## src/rtl/imem_loader.sv

```systemverilog
// Boot loader: assembles a length-prefixed byte stream into little-endian words
// and writes them to instruction memory from BASE_ADDR, holding the CPU until done.
module imem_loader #(
  parameter int                       ADDRESS_WIDTH = 32,
  parameter int                       DATA_WIDTH    = 8,
  parameter logic [ADDRESS_WIDTH-1:0] BASE_ADDR     = 32'hBFC00000,
  parameter int                       MEM_BYTES     = 4096
) (
  input  logic                      clk,
  input  logic                      rst_n,
  input  logic                      start,
  input  logic [DATA_WIDTH-1:0]     rx_data,
  input  logic                      rx_valid,
  output logic                      rx_ready,
  output logic                      wr_en,
  output logic [ADDRESS_WIDTH-1:0]  wr_addr,
  output logic [4*DATA_WIDTH-1:0]   wr_data,
  output logic                      cpu_hold,
  output logic                      done,
  output logic                      error
);

  typedef enum logic [2:0] {
    S_IDLE, S_LEN_LO, S_LEN_HI, S_PAYLOAD, S_WRITE, S_DONE, S_ERROR
  } state_e;

  state_e                     state_q, state_d;
  logic [DATA_WIDTH-1:0]      len_lo_q, len_lo_d;
  logic [15:0]                remaining_q, remaining_d;
  logic [15:0]                word_idx_q, word_idx_d;
  logic [1:0]                 byte_cnt_q, byte_cnt_d;
  logic [4*DATA_WIDTH-1:0]    word_q, word_d;
  logic                       rx_ready_q, rx_ready_d;
  logic                       wr_en_q, wr_en_d;
  logic [ADDRESS_WIDTH-1:0]   wr_addr_q, wr_addr_d;
  logic [4*DATA_WIDTH-1:0]    wr_data_q, wr_data_d;
  logic                       cpu_hold_q, cpu_hold_d;
  logic                       done_q, done_d;
  logic                       error_q, error_d;

  logic                       accept;
  logic [2*DATA_WIDTH-1:0]    len;

  assign accept = rx_valid && rx_ready_q;
  assign len    = {rx_data, len_lo_q};

  always_comb begin
    state_d     = state_q;
    len_lo_d    = len_lo_q;
    remaining_d = remaining_q;
    word_idx_d  = word_idx_q;
    byte_cnt_d  = byte_cnt_q;
    word_d      = word_q;
    wr_en_d     = 1'b0;
    wr_addr_d   = wr_addr_q;
    wr_data_d   = wr_data_q;
    case (state_q)
      S_IDLE, S_DONE, S_ERROR: if (start) state_d = S_LEN_LO;
      S_LEN_LO: if (accept) begin
        len_lo_d = rx_data;
        state_d  = S_LEN_HI;
      end
      S_LEN_HI: if (accept) begin
        if (len == '0 || len[1:0] != 2'b00 || int'(len) > MEM_BYTES) begin
          state_d = S_ERROR;
        end else begin
          state_d     = S_PAYLOAD;
          remaining_d = 16'(len);
          word_idx_d  = '0;
          byte_cnt_d  = '0;
        end
      end
      S_PAYLOAD: if (accept) begin
        word_d[byte_cnt_q*DATA_WIDTH +: DATA_WIDTH] = rx_data;
        remaining_d = remaining_q - 16'd1;
        byte_cnt_d  = byte_cnt_q + 2'd1;
        if (byte_cnt_q == 2'd3) begin
          // Launch the write straight from the last byte so wr_en lands next cycle.
          state_d   = S_WRITE;
          wr_en_d   = 1'b1;
          wr_addr_d = BASE_ADDR + ADDRESS_WIDTH'({word_idx_q, 2'b00});
          wr_data_d = {rx_data, word_q[3*DATA_WIDTH-1:0]};
        end
      end
      S_WRITE: begin
        word_idx_d = word_idx_q + 16'd1;
        state_d    = (remaining_q == '0) ? S_DONE : S_PAYLOAD;
      end
      default: state_d = S_IDLE;
    endcase
    rx_ready_d = (state_d == S_LEN_LO) || (state_d == S_LEN_HI) || (state_d == S_PAYLOAD);
    done_d     = (state_d == S_DONE);
    error_d    = (state_d == S_ERROR);
    cpu_hold_d = (state_d != S_DONE);
  end

  always_ff @(posedge clk or negedge rst_n) begin
    if (!rst_n) begin
      state_q     <= S_IDLE;
      len_lo_q    <= '0;
      remaining_q <= '0;
      word_idx_q  <= '0;
      byte_cnt_q  <= '0;
      word_q      <= '0;
      rx_ready_q  <= 1'b0;
      wr_en_q     <= 1'b0;
      wr_addr_q   <= BASE_ADDR;
      wr_data_q   <= '0;
      cpu_hold_q  <= 1'b1;
      done_q      <= 1'b0;
      error_q     <= 1'b0;
    end else begin
      state_q     <= state_d;
      len_lo_q    <= len_lo_d;
      remaining_q <= remaining_d;
      word_idx_q  <= word_idx_d;
      byte_cnt_q  <= byte_cnt_d;
      word_q      <= word_d;
      rx_ready_q  <= rx_ready_d;
      wr_en_q     <= wr_en_d;
      wr_addr_q   <= wr_addr_d;
      wr_data_q   <= wr_data_d;
      cpu_hold_q  <= cpu_hold_d;
      done_q      <= done_d;
      error_q     <= error_d;
    end
  end

  assign rx_ready = rx_ready_q;
  assign wr_en    = wr_en_q;
  assign wr_addr  = wr_addr_q;
  assign wr_data  = wr_data_q;
  assign cpu_hold = cpu_hold_q;
  assign done     = done_q;
  assign error    = error_q;

endmodule

```

## config.mk

```make
export PLATFORM = sky130hd
export DESIGN_NAME = imem_loader
export DESIGN_NICKNAME = d
export VERILOG_FILES = /design/src/rtl/imem_loader.sv
export SDC_FILE = /design/constraint.sdc
export NUM_CORES = 1
export LEC_CHECK = 0
export ABC_AREA = 1
export BUFFER_PORTS_ARGS = -buffer_cell sky130_fd_sc_hd__buf_4
export CORE_MARGIN = 2
export CORE_UTILIZATION = 52
export CTS_CLUSTER_SIZE = 20
export DETAILED_ROUTE_END_ITERATION = 6
export PLACE_DENSITY = 0.76
export SYNTH_ARGS = -nofsm -noshare
export SYNTH_HDL_FRONTEND = slang
export SYNTH_SLANG_ARGS = --single-unit
```

## constraint.sdc

```tcl
create_clock -name clk -period 1.8 [get_ports clk]
set_input_delay 0.09 -clock clk [delete_from_list [all_inputs] [get_ports clk]]
set_output_delay 0.09 -clock clk [all_outputs]
set_load 0.01 [all_outputs]
```

==> results.py, run 1 <==
metrics = {
    "logic_synthesis": {
        "synthMostInstantiatedCell": "nand2_1",
        "ys_top_cells_by_count": "nand2_1, dfrtp_1, inv_1",
        "synth.top_cell.area_share": 0.5255,
        "synth-edff-count": 0,
        "synth_seq_cells": 122,
        "syn_avg_cell_area_um2": 8.387,
        "synthCells": 687,
        "synth_cell_types": 30,
        "ys_top_cells_by_area": "dfrtp_1, nand2_1, o21ai_0, inv_1, o21ai_1",
        "synth_seq_area_share": 0.5301,
        "synth_area_mm2": 0.005762,
        "yosysWarnings": 0,
        "synth_top_flop_cell": "dfrtp_1",
        "synthArstFlopShare": 1.000,
        "yosys.area.top_type": "dfrtp_1",
    },
    "power": {
        "swShare": 0.3695,
        "max-vdd-ir-drop_mv": 0.8407,
        "power.internal_uw": 7732,
        "p_per_area_mw_per_mm2": 1703,
        "p_switching_uw": 4531,
        "p_leak_uw": 0.003553,
        "pwr-share-comb": 0.342,
        "pwr-share-clk": 0.287,
        "p_seq_frac": 0.371,
    },
    "global_routing": {
        "grt_pass1_wl_um": 23050,
        "grt_pass1_vias": 4805,
        "grt_overflow_total": 0,
        "antenna_found_initial": 0,
        "grt_max_degree": 49,
        "grt_use_total": 0.2533,
    },
    "drt": {
        "viasPerCell": 5.389,
        "routedWlPerCell_um": 15.27,
        "dr_total_vias": 5001,
        "first_iter_violations": 435,
        "ant_nets": 0,
        "drcViolationCount": 0,
        "drt_first_pass_iters": 5,
        "drt_wl_total_um": 14170,
    },
    "placement": {
        "io_buffers": 64,
        "pre_cts_ws_ns": 0.08330,
        "place_congestion": 0.9046,
        "dp_hpwl_um": 9449,
    },
    "die": {
        "start_util": 0.5315,
        "die_x_um": 109.3,
        "rows": 38,
        "die-area_mm2": 0.01194,
        "die_y_um": 109.3,
        "io_pins": 81,
        "coreArea_mm2": 0.01084,
    },
    "cts": {
        "cts_buffer_depth": 2,
        "cts.sinks": 122,
        "clock_latency_ns": 0.54,
        "clk_pin_slew_ns": 0.06,
        "post-cts-setup-buffer-count": 0,
        "cts_buffers": 17,
        "cts_max_level": 4,
        "cts_tree": "built",
        "cts_root_buffer": "clkbuf_8",
    },
    "outcome": {
        "run_status": "finished clean",
    },
    "final_layout": {
        "num-fill-cells": 845,
        "layout-drive-gt1-share": 0.1777,
        "multi_input_area_mm2": 0.002198,
        "antenna_cells": 0,
        "seq_area_mm2": 0.003055,
        "syn_to_final_growth_pct": 24.95,
        "utilization": 0.6641,
        "final_nets": 795,
    },
    "critical_path": {
        "cp-end-kind": "register",
        "reg2reg_depth": 9,
        "start_kind": "register",
        "crit_arrival_ns": 2.12,
        "critPathMaxFanout": 7,
        "critPathKind": "register to register",
        "worstPathRequired_ns": 2.23,
    },
    "sta": {
        "finalMaxSlewViolations": 0,
        "hold_viol_final": 0,
        "layout_min_cycle_time_ns": 1.695,
        "setup_violations": 0,
        "fin_skew_ns": 0.01135,
        "worst_slack_ns": 0.1052,
        "setup_tns_ns": 0,
        "whs_ns": 0.06464,
        "max_freq_ghz": 0.5900,
        "fin_crit_sh": 0.9416,
        "rsz0062_at_grt": "yes",
    },
    "hold_path": {
        "hold_path_class": "input pin to asynchronous set/reset pin",
    },
    "run": {
        "cap_violations": 0,
    },
}
-- final cells by class --
class / instances / area share
flip-flops and latches: 122 / 0.4244
multi-input cells: 451 / 0.3054
repair buffers: 96 / 0.1157
clock buffers: 24 / 0.06535
inverters: 87 / 0.04536
well taps: 140 / 0.02433
clock inverters: 8 / 0.01946
-- critical path, stage by stage, from the launching register on --
cell,delay (ns)
dfrtp_2,0.45
or2_2,0.36
nor2_4,0.16
inv_1,0.11
o21ai_0,0.17
inv_1,0.05
nand2_1,0.12
inv_1,0.07
nand2_1,0.06
inv_1,0.03
-- logic make-up after synthesis --
family / Yosys count / synth area share
buffers and inverters: 128 / 0.1045
adder cells (fa/ha/maj): 8 / 0.01737
other: 2 / 0.001303
flip-flops: 122 / 0.5301
XOR/XNOR: 8 / 0.01216
AND/OR/NAND/NOR: 285 / 0.2172
AO/OA/AOI/OAI: 134 / 0.1175
-- repair_timing --
action,CTS,global route
hold buffers,10,0
endpoints found under the hold margin,168,0
resized for setup,0,12
endpoints found under the setup margin,0,40
-- power groups by stage --
stage	clock network, uW	registers [uW]	logic, uW
finish	3520	4550	4190
global route	3690	4660	4750
CTS	3550	4510	4090
detailed placement	0	4530	4020
global placement	0	4480	3870
floorplan	0	4510	2500
-- state kept, by name (all words and copies together) (netlist names), 2 cells and up --
name,cells
wr_data,32
word_q,24
remaining_q,16
word_idx_q,16
wr_addr,16
len_lo_q,8
state_q,3
byte_cnt_q,2
-- cells in the final DEF, fill, tap and decap left out --
cell	n
a21oi_1	10
a21oi_2	1
and3_1	1
buf_12	7
buf_4	79
bufinv_16	4
clkbuf_1	4
clkbuf_16	16
clkbuf_8	4
clkinv_2	4
conb_1	16
dfrtp_1	120
dfrtp_2	1
dfstp_2	1
dlygate4sd3_1	10
ha_1	7
ha_2	1
inv_1	85
inv_2	2
nand2_1	148
nand2_2	3
nand3_1	40
nand3_2	2
nand4_1	26
nor2_1	42
nor2_2	10
nor2_4	2
nor3_1	7
nor3b_4	1
nor4_1	1
nor4_2	1
o21ai_0	73
o21ai_1	45
o22ai_1	5
or2_2	1
xnor2_1	1
xor2_1	7
-- per-layer routing --
| layer | vias to the layer above | track usage | routed length [um] |
|---|---|---|---|
| li1 | 2378 | - | - |
| met2 | 186 | 0.3971 | 6878 |
| met5 | - | 0 | 0 |
| met1 | 2403 | 0.3298 | 6049 |
| met4 | 0 | 0.1166 | 347 |
| met3 | 34 | 0.06754 | 896 |
-- worst paths after layout --
kind | start | to | slack (ns)
setup / recovery | state_q[0] | rx_ready | 0.11
hold / removal | rst_n | len_lo_q[4] | 0.06
setup reg to reg | state_q[0] | rx_ready | 0.11
hold reg to reg | wr_addr[5] | wr_addr[5] | 0.49
max in group asynchronous | rst_n | wr_addr[16] | 1.11
min in group clk | rx_valid | state_q[2] | 0.11
-- per-stage QoR --
| stage | std cells | area [um^2] | power [uW] |
|---|---|---|---|
| 3_3_place_gp | 886 | 6452 | 8348 |
| 5_1_grt | 928 | 7199 | 13090 |
| 6_report | 928 | 7199 | 12260 |
| 2_1_floorplan | 701 | 5819 | 7002 |
| 3_5_place_dp | 886 | 6452 | 8546 |
| 4_1_cts | 928 | 7163 | 12150 |
No activity file was read; power rests on OpenSTA's default activity.
==> run 2: changes to the inputs <==
Settings changed: ABC_AREA 1 to not set, CORE_UTILIZATION 52 to 60, PLACE_DENSITY 0.76 to 0.83.
Clock period 1.8 ns to 1.95 ns, I/O delays scaled along.
==> run 2 against run 1 <==
Against the previous run: combinational power shrank 6.0%; critical path depth shrank 3; register-to-register slack lost 0.30 ns; synthesized cell count shrank 25%; the flow now finishes with violations (setup timing); maximum frequency shrank 21%; global-route usage grew 6.1 points; largest power group unchanged; sequential power shrank 8.1%; sequential share of layout area shrank 1.0 points; non-clock buffer count grew 25; critical endpoint is now remaining_q[7]; utilization grew 14 points; clock power shrank 7.7%; total power shrank 7.4%.
==> results.py, run 2 <==
metrics = {
    "outcome": {
        "run_status": "finished with violations",
        "violations": "setup timing",
    },
    "logic_synthesis": {
        "synthArstFlopShare": 1.000,
        "synth_seq_cells": 122,
        "yosysWarnings": 0,
        "synthMostInstantiatedCell": "dfrtp_1",
        "synth_top_flop_cell": "dfrtp_1",
        "synth_area_mm2": 0.005593,
        "synth.top_cell.area_share": 0.5414,
        "synth-edff-count": 0,
        "synth_cell_types": 47,
        "synthCells": 515,
        "syn_avg_cell_area_um2": 10.86,
        "yosys.area.top_type": "dfrtp_1",
        "ys_top_cells_by_area": "dfrtp_1, mux2_2, nand2_1, o21ai_0, nor2_1",
        "synth_seq_area_share": 0.5461,
        "ys_top_cells_by_count": "dfrtp_1, nand2_1, mux2_2",
    },
    "global_routing": {
        "antenna_found_initial": 0,
        "grt_use_total": 0.3142,
        "grt_pass1_wl_um": 24110,
        "grt_max_degree": 44,
        "grt_overflow_total": 0,
        "grt_pass1_vias": 4659,
    },
    "power": {
        "p_seq_frac": 0.368,
        "p_switching_uw": 4058,
        "pwr-share-comb": 0.346,
        "p_per_area_mw_per_mm2": 1540,
        "max-vdd-ir-drop_mv": 1.027,
        "swShare": 0.3573,
        "power.internal_uw": 7301,
        "p_leak_uw": 0.003413,
        "pwr-share-clk": 0.286,
        "p_total_uw": 11360,
    },
    "drt": {
        "drt-met1-wl_um": 5810,
        "dr_total_vias": 4646,
        "highest_layer": "met4",
        "drt_first_pass_iters": 6,
        "ant_nets": 0,
        "first_iter_violations": 410,
        "drcViolationCount": 0,
        "wl_met2_um": 7721,
        "viasPerCell": 6.146,
        "drt_wl_total_um": 15230,
        "wl_met3_um": 1100,
        "routedWlPerCell_um": 20.14,
    },
    "sta": {
        "fin_crit_sh": 1.102,
        "rsz0062_at_grt": "yes",
        "worst_slack_ns": -0.1992,
        "layout_min_cycle_time_ns": 2.149,
        "whs_ns": 0.007583,
        "hold_viol_final": 0,
        "worstMarginPinSlew_ns": 0.5525,
        "max_freq_ghz": 0.4653,
        "max_slew_margin": 0.6316,
        "setup_violations": 40,
        "fin_skew_ns": 0.009501,
        "finalMaxSlewViolations": 0,
    },
    "critical_path": {
        "worstPathRequired_ns": 2.37,
        "slowest_stage": "or4_4",
        "crit_top_cell": "or4_4",
        "cp_top_family": "simple AND/OR/NAND/NOR gates",
        "reg2reg_depth": 6,
        "crit_cells": 6,
        "path_cells": "or4_4 > or4_4 > nand4b_4 > buf_12 > a21oi_2 > o22a_1",
        "critPathMaxFanout": 5,
        "crit_arrival_ns": 2.56,
        "cp-end-kind": "register",
        "start_kind": "register",
        "slowest_delay_ns": 0.58,
        "path_buf_inv": 1,
        "critPathKind": "register to register",
    },
    "cts": {
        "clk_pin_slew_ns": 0.06,
        "cts_max_level": 4,
        "cts_tree": "built",
        "cts.sinks": 122,
        "cts_buffer_depth": 2,
        "clock_latency_ns": 0.53,
        "cts_root_buffer": "clkbuf_8",
        "cts_buffers": 17,
    },
    "final_layout": {
        "layout_commonest_cell": "dfrtp_1",
        "most-common-layout-cells": "dfrtp_1, buf_4, nand2_1",
        "antenna_cells": 0,
        "final_nets": 652,
        "largest_register_ffs": 32,
        "syn_to_final_growth_pct": 31.90,
        "fin_area_mm2": 0.007377,
        "utilization": 0.8060,
        "layout-drive-gt1-share": 0.3860,
    },
    "hold_path": {
        "hold_path_class": "input pin to register",
        "worst_hold_path.num_cells": 4,
    },
    "placement": {
        "place_congestion": 0.9364,
        "dpl_cell_area_mm2": 0.006476,
        "io_buffers": 64,
        "dp_hpwl_um": 8863,
    },
    "die": {
        "start_util": 0.6111,
        "die_y_um": 100.5,
        "rows": 35,
        "die_x_um": 100.5,
        "die-area_mm2": 0.01011,
        "coreArea_mm2": 0.009153,
        "io_pins": 81,
    },
    "run": {
        "cap_violations": 0,
    },
}
run 2: changes by cell type after synthesis, moves of 7 or more:
cell / previous run / this run
o22a_1: 0 / 7
o21ai_0: 73 / 37
nand3_1: 40 / 12
o21ai_1: 45 / 0
inv_1: 85 / 11
nor2_1: 47 / 33
clkbuf_1: 5 / 17
a31oi_1: 0 / 12
mux2_2: 0 / 57
nand4_1: 26 / 7
nor3_1: 7 / 15
nand2_1: 150 / 68
buf_2: 13 / 5
run 2: per-layer routing:
metal / track usage / up-vias
met3: 0.07143 / 67
met1: 0.3965 / 2311
li1: - / 2033
met5: 0 / -
met4: 0.1612 / 0
met2: 0.5106 / 235
run 2: tightest hold or removal path: stages:
cell and delay [ns]:
buf_4 0.12, buf_4 0.17, nand2_1 0.06, o21ai_0 0.06
run 2: cell type report:
type / instances / area, um^2
flip-flops and latches: 122 / 3054
multi-input cells: 359 / 2564
fillers: 471 / 1775
repair buffers: 121 / 970.9
clock buffers: 19 / 441.7
clock inverters: 13 / 166.4
well taps: 111 / 138.9
inverters: 11 / 41.29
run 2: path summary, 6_finish.rpt:
check / startpoint / slack (ns) / to
setup / recovery: len_lo_q[2] / -0.20 / remaining_q[7]
hold / removal: rx_data[6] / 0.008 / word_q[14]
setup reg to reg: len_lo_q[2] / -0.20 / remaining_q[7]
hold reg to reg: word_q[7] / 0.48 / word_q[7]
max in group asynchronous: rst_n / 1.08 / cpu_hold
min in group asynchronous: rst_n / 0.09 / word_q[8]
run 2: repair_timing:
item,CTS,global route
setup endpoints to repair,39,85
hold buffers,7,0
buffers inserted,2,2
endpoints found under the hold margin,63,0
resized for setup,16,20
gates cloned,2,0
pin swaps,4,3
run 2: logic make-up after synthesis:
logic type	count (synthesis)	synth area share
AND/OR/NAND/NOR	175	0.1537
flip-flops	122	0.5461
AO/OA/AOI/OAI	90	0.1022
multiplexers	57	0.1148
buffers and inverters	50	0.04676
XOR/XNOR	11	0.01723
adder cells (fa/ha/maj)	8	0.01790
other	2	0.001343
run 2: metrics by stage:
step                setup TNS, ns  std cells  setup WS, ns
global placement           -2.150        711       -0.1292
floorplan                 -0.4432        529      -0.07225
finish                     -4.295        756       -0.1992
CTS                        -3.224        754       -0.1835
detailed placement         -3.486        711       -0.2153
global route               -6.469        756       -0.3098
run 2: power by group through the flow:
stage / Sequential (uW) / Clock [uW] / Combinational, uW
after global routing: 4260 / 3360 / 4270
after CTS: 4120 / 3230 / 3670
after floorplan: 4090 / 0 / 1990
after detailed placement: 4130 / 0 / 3440
after global placement: 4070 / 0 / 3300
final: 4180 / 3250 / 3940
==> run 3: changes to the inputs <==
Settings changed: SKIP_LAST_GASP set to 1.
==> run 3 against run 2 <==
Against the previous run: the flow still finishes with violations (setup timing); maximum frequency down 0.14%; first-iteration DRC count shrank 31%; largest cell class unchanged; sequential power about the same; largest power group unchanged; register-to-register slack barely moved; utilization is 0.33 points lower; non-clock buffer count unchanged; final area fell by 0.41%; critical path type unchanged.
==> results.py, run 3 (synthesized netlist as in run 2, its figures left out) <==
metrics = {
    "drt": {
        "first_iter_violations": 284,
        "viasPerCell": 6.159,
        "drt_wl_total_um": 14970,
        "routedWlPerCell_um": 19.80,
        "drcViolationCount": 0,
        "drt_first_pass_iters": 5,
        "ant_nets": 0,
        "dr_total_vias": 4656,
    },
    "die": {
        "coreArea_mm2": 0.009153,
        "rows": 35,
        "die_x_um": 100.5,
        "start_util": 0.6111,
        "io_pins": 81,
        "die_y_um": 100.5,
        "die-area_mm2": 0.01011,
    },
    "sta": {
        "hold_viol_final": 0,
        "fin_crit_sh": 1.104,
        "finalMaxSlewViolations": 0,
        "fin_skew_ns": 0.01001,
        "max_freq_ghz": 0.4646,
        "worst_slack_ns": -0.2022,
        "max_slew_margin": 0.6313,
        "rsz0062_at_grt": "yes",
        "setup_tns_ns": -4.046,
        "worstMarginPinSlew_ns": 0.5530,
        "whs_ns": 0.006275,
        "layout_min_cycle_time_ns": 2.152,
        "setup_violations": 40,
    },
    "power": {
        "p_per_area_mw_per_mm2": 1535,
        "swShare": 0.3543,
        "p_switching_uw": 3997,
        "pwr-share-comb": 0.343,
        "max-vdd-ir-drop_mv": 1.020,
        "p_leak_uw": 0.003408,
        "p_seq_frac": 0.370,
        "power.internal_uw": 7284,
        "pwr-share-clk": 0.288,
    },
    "outcome": {
        "violations": "setup timing",
        "run_status": "finished with violations",
    },
    "cts": {
        "clock_latency_ns": 0.53,
        "cts_buffer_depth": 2,
        "cts_root_buffer": "clkbuf_8",
        "cts_buffers": 17,
        "cts.sinks": 122,
        "cts_max_level": 4,
        "cts_tree": "built",
        "clk_pin_slew_ns": 0.07,
    },
    "critical_path": {
        "start_kind": "register",
        "cp-end-kind": "register",
        "worstPathRequired_ns": 2.36,
        "critPathMaxFanout": 5,
        "crit_arrival_ns": 2.57,
        "critPathKind": "register to register",
    },
    "final_layout": {
        "num-fill-cells": 475,
        "most-common-layout-cells": "dfrtp_1, buf_4, nand2_1",
        "fin_area_mm2": 0.007347,
        "largest_register_ffs": 32,
        "final_cells": 756,
        "syn_to_final_growth_pct": 31.36,
        "layout-drive-gt1-share": 0.3783,
        "layout_commonest_cell": "dfrtp_1",
        "final_nets": 652,
        "antenna_cells": 0,
    },
    "run": {
        "cap_violations": 0,
    },
    "placement": {
        "place_congestion": 0.9364,
        "io_buffers": 64,
        "dp_hpwl_um": 8863,
        "post-place-cells": 711,
        "dpl_cell_area_mm2": 0.006476,
    },
    "global_routing": {
        "grt_overflow_total": 0,
        "antenna_found_initial": 0,
        "grt_use_total": 0.3103,
        "grt_pass1_vias": 4621,
        "grt_pass1_wl_um": 23840,
        "grt_max_degree": 44,
    },
    "hold_path": {
        "hold_path_class": "input pin to register",
    },
}
[run 3: cell counts in the layout (fill, tap and decap cells not counted)]
No cell type changed its count.
[run 3: metal layers]
layer	GRT usage	share of wire	vias to the layer above
met2	0.5028	0.50	243
li1	-	-	2040
met3	0.07282	0.071	53
met5	0	0	-
met1	0.3937	0.39	2320
met4	0.1538	0.038	0
[run 3: per-stage QoR]
stage | total power, uW | util | setup WS (ns)
final | 11280 | 0.8027 | -0.2022
after global routing | 11820 | 0.8027 | -0.2720
after CTS | 10990 | 0.7930 | -0.1835
after detailed placement | 7570 | 0.7076 | -0.2153
after global placement | 7366 | 0.7076 | -0.1292
after floorplan | 6077 | - | -0.07225
[run 3: cell type report]
cell class,count,area (um^2),area share
inverters,11,41.29,0.005620
repair buffers,121,970.9,0.1322
clock buffers,19,441.7,0.06012
flip-flops and latches,122,3054,0.4157
multi-input cells,359,2534,0.3449
well taps,111,138.9,0.01890
clock inverters,13,166.4,0.02265
[run 3: power by group through the flow]
stage	logic [uW]	registers [uW]	clock network, uW
finish	3860	4170	3240
global route	4210	4260	3350
CTS	3640	4120	3230
detailed placement	3440	4130	0
global placement	3300	4070	0
floorplan	1990	4090	0
[run 3: final timing paths]
path                                   to  slack (ns)         from  depth (start not counted)
setup / recovery           remaining_q[7]       -0.20  len_lo_q[2]                          6
hold / removal                wr_data[24]       0.006   rx_data[0]                          3
setup reg to reg           remaining_q[7]       -0.20  len_lo_q[2]                          6
hold reg to reg                 word_q[7]        0.48    word_q[7]                          2
max in group asynchronous        cpu_hold        1.08        rst_n                          3
min in group asynchronous      word_q[15]        0.09        rst_n                          2
[run 3: timing repair]
action / in CTS / in global routing
resized for setup: 12 / 18
setup endpoints to repair: 39 / 92
hold buffers: 7 / 0
pin swaps: 4 / 4
endpoints found under the hold margin: 63 / 0
setup buffers: 2 / 2
cloned: 2 / 0
[run 3: critical path, stage by stage, from the launching register on]
cell	delay, ns
dfrtp_1	0.39
or4_4	0.52
or4_4	0.58
nand4b_4	0.19
buf_12	0.13
a21oi_1	0.06
o22a_1	0.17
